## src/rtl/ecp5pll_pkg.sv

```systemverilog
// ecp5pll_pkg
//   Shared definitions for the ECP5 PLL wrapper family:
//   - state_t      : sequencer states of the dynamic phase-shift controller
//   - *_KHZ        : PFD / VCO operating limits used by the ecp5pll generator
//   - phase_mod()  : fine-phase modulus (in steps) of an output from its divider
package ecp5pll_pkg;

    typedef enum logic [2:0] {
        ST_IDLE    = 3'd0,
        ST_SETUP   = 3'd1,
        ST_STEP_HI = 3'd2,
        ST_STEP_LO = 3'd3,
        ST_LOAD_HI = 3'd4,
        ST_LOAD_LO = 3'd5,
        ST_FIN     = 3'd6
    } state_t;

    localparam int unsigned PFD_MIN_KHZ = 3125;
    localparam int unsigned PFD_MAX_KHZ = 400000;
    localparam int unsigned VCO_MIN_KHZ = 400000;
    localparam int unsigned VCO_MAX_KHZ = 800000;

    // One phasestep moves an output by 1/8 of a VCO period, so an output
    // divided by N wraps after 8*N steps.
    localparam int unsigned PHASE_STEPS_PER_DIV = 8;

    function automatic int unsigned phase_mod(input int unsigned odiv);
        return PHASE_STEPS_PER_DIV * odiv;
    endfunction

endpackage

```

## src/rtl/phase_wrap_cnt.sv

```systemverilog
// phase_wrap_cnt
//   Modulo-MOD up/down counter tracking one PLL output's fine-phase offset.
//   Ports:
//     clk_i    in   system clock
//     reset_n  in   asynchronous active-low reset (count -> 0)
//     inc_i    in   +1 step, wraps MOD-1 -> 0
//     dec_i    in   -1 step, wraps 0 -> MOD-1
//     clr_i    in   force count to 0 (static phase reload); wins over inc/dec
//     cnt_o    out  current offset, 0..MOD-1
module phase_wrap_cnt
    import ecp5pll_pkg::*;
#(
    parameter int CNT_W = 10,
    parameter int MOD   = 8
) (
    input  logic             clk_i,
    input  logic             reset_n,
    input  logic             inc_i,
    input  logic             dec_i,
    input  logic             clr_i,
    output logic [CNT_W-1:0] cnt_o
);

    localparam logic [CNT_W-1:0] MAX = CNT_W'(MOD - 1);

    logic [CNT_W-1:0] cnt_q, cnt_d;

    // Wrap by comparison against MOD-1 rather than a modulo operator.
    always_comb begin
        cnt_d = cnt_q;
        if (clr_i) begin
            cnt_d = '0;
        end else if (inc_i) begin
            cnt_d = (cnt_q == MAX) ? '0 : cnt_q + CNT_W'(1);
        end else if (dec_i) begin
            cnt_d = (cnt_q == '0) ? MAX : cnt_q - CNT_W'(1);
        end
    end

    always_ff @(posedge clk_i or negedge reset_n) begin
        if (!reset_n) begin
            cnt_q <= '0;
        end else begin
            cnt_q <= cnt_d;
        end
    end

    assign cnt_o = cnt_q;

endmodule

```

## src/rtl/ecp5pll_phase_ctrl.sv

```systemverilog
// ecp5pll_phase_ctrl
//   Sequencer for the ECP5 PLL dynamic phase-shift port. Accepts step or
//   reload requests over valid/ready, holds phasesel/phasedir for a setup
//   time, emits registered phasestep / phaseloadreg pulses and tracks each
//   output's phase offset modulo its period. Lock loss aborts the request.
//   Ports:
//     clk_i, reset_n    clock, asynchronous active-low reset
//     locked_i          PLL lock
//     req_valid/ready   request handshake (ready only in IDLE while locked)
//     req_load          1 = static phase reload, 0 = step request
//     req_sel           output index 0..3
//     req_dir           0 = +1 step (lag), 1 = -1 step (lead)
//     req_steps         step count (0 legal)
//     done / err        one-cycle completion / lock-loss abort pulse
//     busy              request in progress
//     phasesel, phasedir, phasestep, phaseloadreg   to ecp5pll
//     phase_o           tracked offsets, output n at [n*CNT_W +: CNT_W]
module ecp5pll_phase_ctrl
    import ecp5pll_pkg::*;
#(
    parameter int SETUP_CYC   = 2,
    parameter int STEP_HI_CYC = 2,
    parameter int STEP_LO_CYC = 2,
    parameter int CNT_W       = 10,
    parameter int MOD0        = phase_mod(1),
    parameter int MOD1        = phase_mod(1),
    parameter int MOD2        = phase_mod(1),
    parameter int MOD3        = phase_mod(1)
) (
    input  logic               clk_i,
    input  logic               reset_n,
    input  logic               locked_i,
    input  logic               req_valid,
    output logic               req_ready,
    input  logic               req_load,
    input  logic [1:0]         req_sel,
    input  logic               req_dir,
    input  logic [CNT_W-1:0]   req_steps,
    output logic               done,
    output logic               err,
    output logic               busy,
    output logic [1:0]         phasesel,
    output logic               phasedir,
    output logic               phasestep,
    output logic               phaseloadreg,
    output logic [4*CNT_W-1:0] phase_o
);

    localparam int TIM_W = 16;
    localparam int MODS [4] = '{MOD0, MOD1, MOD2, MOD3};

    state_t             state_q, state_d;
    logic [TIM_W-1:0]   tim_q, tim_d;
    logic [CNT_W-1:0]   rem_q, rem_d;
    logic [1:0]         sel_q, sel_d;
    logic               dir_q, dir_d;
    logic               load_q, load_d;
    logic               abort_q, abort_d;
    logic               step_q, step_d;
    logic               ldreg_q, ldreg_d;
    logic               done_q, done_d;
    logic               err_q, err_d;

    logic               accept;
    logic               abort_now;
    logic               tim_zero;
    logic               step_end;
    logic               load_end;

    // Duration of a timed state, stored as cycles-1 so the state ends on tim_q==0.
    function automatic logic [TIM_W-1:0] state_dur(input state_t s);
        case (s)
            ST_SETUP:               return TIM_W'(SETUP_CYC - 1);
            ST_STEP_HI, ST_LOAD_HI: return TIM_W'(STEP_HI_CYC - 1);
            ST_STEP_LO, ST_LOAD_LO: return TIM_W'(STEP_LO_CYC - 1);
            default:                return '0;
        endcase
    endfunction

    assign req_ready = reset_n && (state_q == ST_IDLE) && locked_i;
    assign accept    = req_valid && req_ready;
    // Lock loss is sticky for the rest of the request.
    assign abort_now = abort_q || !locked_i;
    assign tim_zero  = (tim_q == '0);
    assign step_end  = (state_q == ST_STEP_HI) && tim_zero;
    assign load_end  = (state_q == ST_LOAD_HI) && tim_zero;

    // State register
    always_ff @(posedge clk_i or negedge reset_n) begin
        if (!reset_n) begin
            state_q <= ST_IDLE;
            tim_q   <= '0;
            rem_q   <= '0;
            sel_q   <= '0;
            dir_q   <= 1'b0;
            load_q  <= 1'b0;
            abort_q <= 1'b0;
            step_q  <= 1'b0;
            ldreg_q <= 1'b0;
            done_q  <= 1'b0;
            err_q   <= 1'b0;
        end else begin
            state_q <= state_d;
            tim_q   <= tim_d;
            rem_q   <= rem_d;
            sel_q   <= sel_d;
            dir_q   <= dir_d;
            load_q  <= load_d;
            abort_q <= abort_d;
            step_q  <= step_d;
            ldreg_q <= ldreg_d;
            done_q  <= done_d;
            err_q   <= err_d;
        end
    end

    // Next-state logic. High pulses always run to full width; lock loss is
    // acted on at the end of a high pulse or immediately in other states.
    always_comb begin
        state_d = state_q;
        case (state_q)
            ST_IDLE: begin
                if (accept) state_d = ST_SETUP;
            end
            ST_SETUP: begin
                if (abort_now)          state_d = ST_FIN;
                else if (tim_zero) begin
                    if (load_q)         state_d = ST_LOAD_HI;
                    else if (rem_q == '0) state_d = ST_FIN;
                    else                state_d = ST_STEP_HI;
                end
            end
            ST_STEP_HI: begin
                if (tim_zero) state_d = abort_now ? ST_FIN : ST_STEP_LO;
            end
            ST_STEP_LO: begin
                if (abort_now)          state_d = ST_FIN;
                else if (tim_zero)      state_d = (rem_q == '0) ? ST_FIN : ST_STEP_HI;
            end
            ST_LOAD_HI: begin
                if (tim_zero) state_d = abort_now ? ST_FIN : ST_LOAD_LO;
            end
            ST_LOAD_LO: begin
                if (abort_now || tim_zero) state_d = ST_FIN;
            end
            ST_FIN:   state_d = ST_IDLE;
            default:  state_d = ST_IDLE;
        endcase
    end

    // Output / datapath next values; strobes are registered from state_d so
    // they change only on the clock edge.
    always_comb begin
        sel_d   = sel_q;
        dir_d   = dir_q;
        load_d  = load_q;
        rem_d   = rem_q;
        abort_d = 1'b0;
        tim_d   = '0;

        if (accept) begin
            sel_d  = req_sel;
            dir_d  = req_dir;
            load_d = req_load;
            rem_d  = req_steps;
        end else if (step_end) begin
            rem_d  = rem_q - CNT_W'(1);
        end

        if (state_q != ST_IDLE) abort_d = abort_now;

        if (state_d != state_q) tim_d = state_dur(state_d);
        else if (!tim_zero)     tim_d = tim_q - TIM_W'(1);

        step_d  = (state_d == ST_STEP_HI);
        ldreg_d = (state_d == ST_LOAD_HI);
        done_d  = (state_d == ST_FIN) && (state_q != ST_FIN) && !abort_now;
        err_d   = (state_d == ST_FIN) && (state_q != ST_FIN) && abort_now;
    end

    for (genvar g = 0; g < 4; g++) begin : g_phase
        phase_wrap_cnt #(
            .CNT_W (CNT_W),
            .MOD   (MODS[g])
        ) u_cnt (
            .clk_i   (clk_i),
            .reset_n (reset_n),
            .inc_i   (step_end && (sel_q == 2'(g)) && !dir_q),
            .dec_i   (step_end && (sel_q == 2'(g)) && dir_q),
            .clr_i   (load_end && (sel_q == 2'(g))),
            .cnt_o   (phase_o[g*CNT_W +: CNT_W])
        );
    end

    assign busy         = (state_q != ST_IDLE);
    assign done         = done_q;
    assign err          = err_q;
    assign phasesel     = sel_q;
    assign phasedir     = dir_q;
    assign phasestep    = step_q;
    assign phaseloadreg = ldreg_q;

endmodule

```

## config.mk

```make
export PLATFORM = sky130hd
export DESIGN_NAME = ecp5pll_phase_ctrl
export DESIGN_NICKNAME = d
export VERILOG_FILES = /design/src/rtl/ecp5pll_pkg.sv /design/src/rtl/phase_wrap_cnt.sv /design/src/rtl/ecp5pll_phase_ctrl.sv
export SDC_FILE = /design/constraint.sdc
export NUM_CORES = 1
export LEC_CHECK = 0
export BUFFER_PORTS_ARGS = -buffer_cell sky130_fd_sc_hd__buf_2
export CORE_ASPECT_RATIO = 1.5
export CORE_MARGIN = 5
export CORE_UTILIZATION = 40
export DETAILED_ROUTE_END_ITERATION = 7
export PLACE_DENSITY = 0.69
export SETUP_SLACK_MARGIN = 0.05
export SLEW_MARGIN = 20
export SYNTH_ARGS = -nofsm -noshare
export SYNTH_HDL_FRONTEND = slang
export SYNTH_HIERARCHICAL = 1
export SYNTH_SLANG_ARGS = --single-unit
```

## constraint.sdc

```tcl
create_clock -name clk_i -period 9 [get_ports clk_i]
set_clock_uncertainty 0.05 [all_clocks]
set_input_delay 1.8 -clock clk_i [delete_from_list [all_inputs] [get_ports clk_i]]
set_output_delay 1.8 -clock clk_i [all_outputs]
set_load 0.05 [all_outputs]
```

### Word-level counts from Yosys, hierarchy flattened

Cells that the tools add are included.

| operators by class | value |
|---|---|
| $add $sub $neg | 10 |
| multiply operators | 0 |
| divide/modulo/power cells | 0 |
| magnitude comparators | 0 |
| equality and inequality tests | 20 |
| shifts and indexed selects | 0 |
| muxes and demuxes | 39 |
| bitwise gates (word level) | 0 |
| reduce and logical (&&, ||, !) cells | 44 |

Operators by type and width:

| kind | count |
|---|---|
| $mux 10 | 22 |
| $logic_not 10->1 | 5 |
| $sub 10x1->10 const B | 5 |
| $add 10x1->10 const B | 4 |
| $eq 10x3->1 const B | 4 |
| $mux 3 | 11 |
| $mux 16 | 2 |
| $logic_and 1x1->1 | 24 |
| $pmux 3 s6 | 1 |
| $logic_not 16->1 | 1 |
| $sub 16x1->16 const B | 1 |
| $eq 3x3->1 const B | 5 |
| $reduce_bool 3->1 | 5 |
| $eq 3x2->1 const B | 4 |
| $eq 3x1->1 const B | 2 |
| $reduce_or 5->1 | 1 |
| $eq 2x2->1 const B | 2 |
| $logic_not 1->1 | 3 |
| $logic_not 3->1 | 1 |
| $ne 3x3->1 | 1 |
| $ne 3x3->1 const B | 1 |
| $eq 2x1->1 const B | 1 |
| $logic_not 2->1 | 1 |
| $logic_or 1x1->1 | 2 |
| other kinds (3) | 4 |

| word-level totals | value |
|---|---|
| register bits | 78 |
| latch bits | 0 |
| RAM bits | 0 |
| ROM bits | 0 |
| memories kept | 0 |

### Longest topological paths before layout

| depth | value |
|---|---|
| depth in word-level cells | 10 |
| mapped depth | 14 |
| depth with buffers taken out | 12 |

### Cells and area by module

The synthesis kept the hierarchy.

Modules (own cells, without submodules):

| module | instances | cells an instance | area an instance (µm²) | seq. area each (µm²) |
|---|---|---|---|---|
| phase_wrap_cnt at g_phase[0].u_cnt ... | 3 | 105 | 815.8 | 250.2 |
| ecp5pll_phase_ctrl | 1 | 227 | 2,019.4 | 950.9 |
| phase_wrap_cnt at g_phase[3].u_cnt | 1 | 103 | 882.1 | 250.2 |

### Worst setup path before layout

Ideal clock, no wire load.

| path | value |
|---|---|
| path type | input -> output |
| start point | input port locked_i |
| end point | output port req_ready |
| arrival time | 2.513 ns |
| path slack | 4.637 ns |
| cell stages on the path | 2 |
| path through | nand2_1 -> nor2_1 |

| between the ends | value |
|---|---|
| word-level cells in the longest chain between the ends | 1 |

RTL lines:

| item | RTL line | text |
|---|---|---|
| start, declared | ecp5pll_phase_ctrl.sv:32 | `input logic locked_i,` |
| $logic_and 1x1->1 | ecp5pll_phase_ctrl.sv:80 | `assign req_ready = reset_n && (state_q == ST_IDLE) && locked_i;` |
| end, declared | ecp5pll_phase_ctrl.sv:34 | `output logic req_ready,` |

Every way passes these cells.

### Worst setup path in the final report

| path | value |
|---|---|
| start point | input port reset_n |
| end point | output port req_ready |

| between the ends | value |
|---|---|
| word-level cells in the longest chain between the ends | 2 |

RTL lines:

| item | RTL line | text |
|---|---|---|
| start, declared | ecp5pll_phase_ctrl.sv:31 | `input logic reset_n,` |
| $logic_and 1x1->1 (2 in a row) | ecp5pll_phase_ctrl.sv:80 |  |

Every way passes these cells.

==> metrics.log <==
INFO  metric outcome = complete, no violations
INFO  metric synth_area = 5350 um2
INFO  metric maxCapViolations = 0
INFO  metric final_nets = 714
INFO  metric vias = 5,174
INFO  metric report.final.hold_viol_count = 0
INFO  metric grt_setup_unrepaired = false
INFO  metric cp_cell_sequence = buf_4 > nand2_1 > nor2_1 > buf_2
INFO  metric clk_latency = 0.34 ns
INFO  metric count_of_flip_flops_with_a_built_in_enable_after_synthesis = 0
INFO  metric library_cell_contributing_the_largest_single_delay_on_the_critical_path = sky130_fd_sc_hd__buf_2
INFO  metric fp-row-count = 51
INFO  metric largest_net_degree_at_the_start_of_global_routing = 61
INFO  metric die_w = 104 um
INFO  metric synth-seq-area-share = between 30% and 40%
INFO  metric pin_count = 67
INFO  metric flip_flop_and_latch_count_after_synthesis = 78
INFO  metric critical_path.top_delay_family = buffers and inverters
INFO  metric asyncSetResetFlopFracSynth = 100%
INFO  metric timing.setup.critical_path_class = in2out
INFO  metric dpl-instance-area = roughly 5700 um2
INFO  metric synth.top_cells.by_area = sky130_fd_sc_hd__dfrtp_1 (36%), sky130_fd_sc_hd__nor2_1 (5.9%), sky130_fd_sc_hd__nand2_1 (4.6%)
INFO  metric max_clk_rate = between 200 and 250 MHz
INFO  metric final_common_cell = sky130_fd_sc_hd__nor2_1
INFO  metric drt_drc_violations_left = 0
INFO  metric number_of_setup_buffers_added_after_cts = 0
INFO  metric synthDominantCellAreaShare = 36.5%
INFO  metric insertedDiodeCount = 0
INFO  metric post_syn_instances = 645
INFO  metric cts_hold_repair.buffers = 0
INFO  metric power.static_leakage = 2.67 nW
INFO  metric critPathMaxStageDelay = 0.29 ns
INFO  metric regArea = 1950 um2
INFO  metric cp_data_arrival_time = 2.59 ns
INFO  metric groute.usage.overall = 17.6%
INFO  metric timing.final.setup_violations = 0
INFO  metric sort_of_element_at_the_start_of_the_critical_path = input port
INFO  metric cts_num_sinks = 78
INFO  metric clockBufferDepth = 2
INFO  metric timing.final.crit_period = 4.44 ns
INFO  metric synth.largest_area_cell = sky130_fd_sc_hd__dfrtp_1
INFO  metric tritoncts = yes
INFO  metric layout-drive-gt1-share = 17.9%
INFO  metric timing.critical_path.required = 7.15 ns
INFO  metric max_slew_margin = roughly 37%
INFO  metric drt-wirelength-per-cell = 16.6 um
INFO  metric drt-initial-drc-count = 298
INFO  metric combined_area_of_the_multi_input_logic_cells = 3140 um2
INFO  metric worst_slew_pin_slew = roughly 0.94 ns
INFO  metric die-area = 15,800 um2
INFO  metric setup-tns-final = 0 ns
INFO  metric slew_violations = 0
INFO  metric antenna_left = 0
INFO  metric postSynthNetCount = about 670
INFO  metric clk_pin_slew = approximately 0.06 ns
INFO  metric final_wirelength = 14,100 um
INFO  metric min_period_over_period = about half
INFO  metric yosysUniqueCellTypes = 67
INFO  metric port-buffer-count = 66
INFO  metric floorplan.core_area = 13,100 um2
INFO  metric drt-pass1-iter-count = 5
INFO  metric gp_congestion = between 0.9 and 1
INFO  metric ctsRootBufferMaster = sky130_fd_sc_hd__clkbuf_16
INFO  metric fillerInstances = approximately 1,300
INFO  metric clock_tree.htree_level_count = 3
INFO  metric most-common-layout-cells = sky130_fd_sc_hd__nor2_1 (84), sky130_fd_sc_hd__dfrtp_1 (78), sky130_fd_sc_hd__nand2_1 (66)
INFO  metric post-route-cell-area = 6040 um2
INFO  metric grt_overflow_total = 0
INFO  metric place.detailed.hpwl = between 10,000 and 15,000 um
INFO  metric vdd.ir_drop.worst = 130 uV
INFO  metric end_kind = primary output
INFO  metric cells_resized_by_post_cts_repair = 0
INFO  metric vias_in_the_first_global_route = 4,973
INFO  metric die-height = 152 um
INFO  metric synthesis.yosys.warnings = 6
INFO  metric global_route_wire_length_before_repair = 23,200 um
INFO  metric hold_path.class = reg2reg
INFO  metric synthesis.area_per_instance = 8.29 um2
INFO  metric area_delta_synth_final = 12.8%
INFO  metric synth-main-ff-cell = sky130_fd_sc_hd__dfrtp_1
INFO  metric powerDensity = between 200 and 250 nW/um2
INFO  metric critical_path.max_fanout = 21
INFO  metric cp_num_buf_inv = 2
INFO  metric starting_density_of_the_core = 40.9%
INFO  metric cts_inserted_buffers = 9
INFO  metric grt_antenna_before_repair = 0
INFO  metric avg_vias_per_cell = 6.09
[cells in the mapped netlist (9+ instances only)]
master	count
sky130_fd_sc_hd__nor3_1	25
sky130_fd_sc_hd__or3_1	12
sky130_fd_sc_hd__nor2b_1	10
sky130_fd_sc_hd__nand3_1	35
sky130_fd_sc_hd__dfrtp_1	78
sky130_fd_sc_hd__nor2_1	84
sky130_fd_sc_hd__xor2_1	13
sky130_fd_sc_hd__ha_1	10
sky130_fd_sc_hd__nand2_1	66
sky130_fd_sc_hd__nand4_1	17
sky130_fd_sc_hd__a31oi_1	10
sky130_fd_sc_hd__inv_1	20
sky130_fd_sc_hd__nor4_1	12
sky130_fd_sc_hd__nand2b_1	11
sky130_fd_sc_hd__o21ai_0	17
sky130_fd_sc_hd__clkbuf_1	25
sky130_fd_sc_hd__a21oi_1	30
sky130_fd_sc_hd__xnor2_1	13
sky130_fd_sc_hd__or4_4	9
[cell families after synthesis]
| logic type | Yosys count | share of synthesized area [%] |
|---|---|---|
| simple gates | 338 | 34.6 |
| compound gates | 131 | 16.9 |
| flops | 78 | 36.5 |
| buf+inv | 60 | 5.03 |
| xor+xnor | 26 | 4.26 |
| fa+ha+maj | 10 | 2.34 |
| mux | 2 | 0.398 |
[tightest hold or removal path, stage by stage (launching register included)]
cell                      delay [ns]
sky130_fd_sc_hd__dfrtp_1        0.37
sky130_fd_sc_hd__nand2_1        0.06
sky130_fd_sc_hd__nand2_1        0.06
[per-stage QoR]
stage,setup WS (ns),power (W),utilization [%],std cells,hold slack (ns)
after detailed placement,4.55,0.00107,43.7,834,0.456
after floorplan,4.64,0.000926,-,645,0.421
after CTS,4.54,0.00145,46.1,850,0.472
after global placement,4.58,0.00105,43.7,834,0.443
after global routing,4.28,0.00154,46.1,850,0.508
final,4.56,0.00144,46.1,850,0.465
[worst paths after layout]
check                               from                        end  slack (ns)  cells after the start
worst max register to register  tim_q[0]  g_phase[0].u_cnt/cnt_o[9]        4.81                     11
max in group asynchronous        reset_n  g_phase[3].u_cnt/cnt_o[5]        6.56                      2
min in group asynchronous        reset_n  g_phase[2].u_cnt/cnt_o[9]        1.28                      1
worst min-delay path              load_q                     load_q        0.47                      2
worst min register to register    load_q                     load_q        0.47                      2
worst max-delay path             reset_n                  req_ready        4.56                      4
[registers in the layout (all words and copies together), names as in the netlist]
name / count
abort_q: 1
done: 1
err: 1
g_phase.u_cnt/cnt_o: 40
load_q: 1
phasedir: 1
phaseloadreg: 1
phasesel: 2
phasestep: 1
rem_q: 10
state_q: 3
tim_q: 16
[routing by layer]
metal  share of wire (%)  GRT usage, %  vias up  wire length, um
li1                    -             -     2434                -
met1                  39          19.7     2505             5490
met2                  53          31.7      197             7440
met3                 5.3          3.22       38              743
met4                 3.1          9.14        0              437
met5                   0             0        -                0
[final cells by class]
| cell class | count | share of cell area (%) |
|---|---|---|
| timing repair buffer | 70 | 6.01 |
| inverter | 20 | 1.24 |
| clock buffer | 10 | 3.96 |
| multi-input combinational | 507 | 52.0 |
| tap | 159 | 3.30 |
| clock inverter | 6 | 1.18 |
| sequential | 78 | 32.3 |
[power by group]
group	total (W)	internal (W)	leakage, nW	switching (W)
combinational	0.000528	0.000183	1.47	0.000346
sequential	0.000543	0.000432	1.05	0.000111
clock	0.000373	0.000224	0.145	0.000149
(Power assumes the default switching activity.)
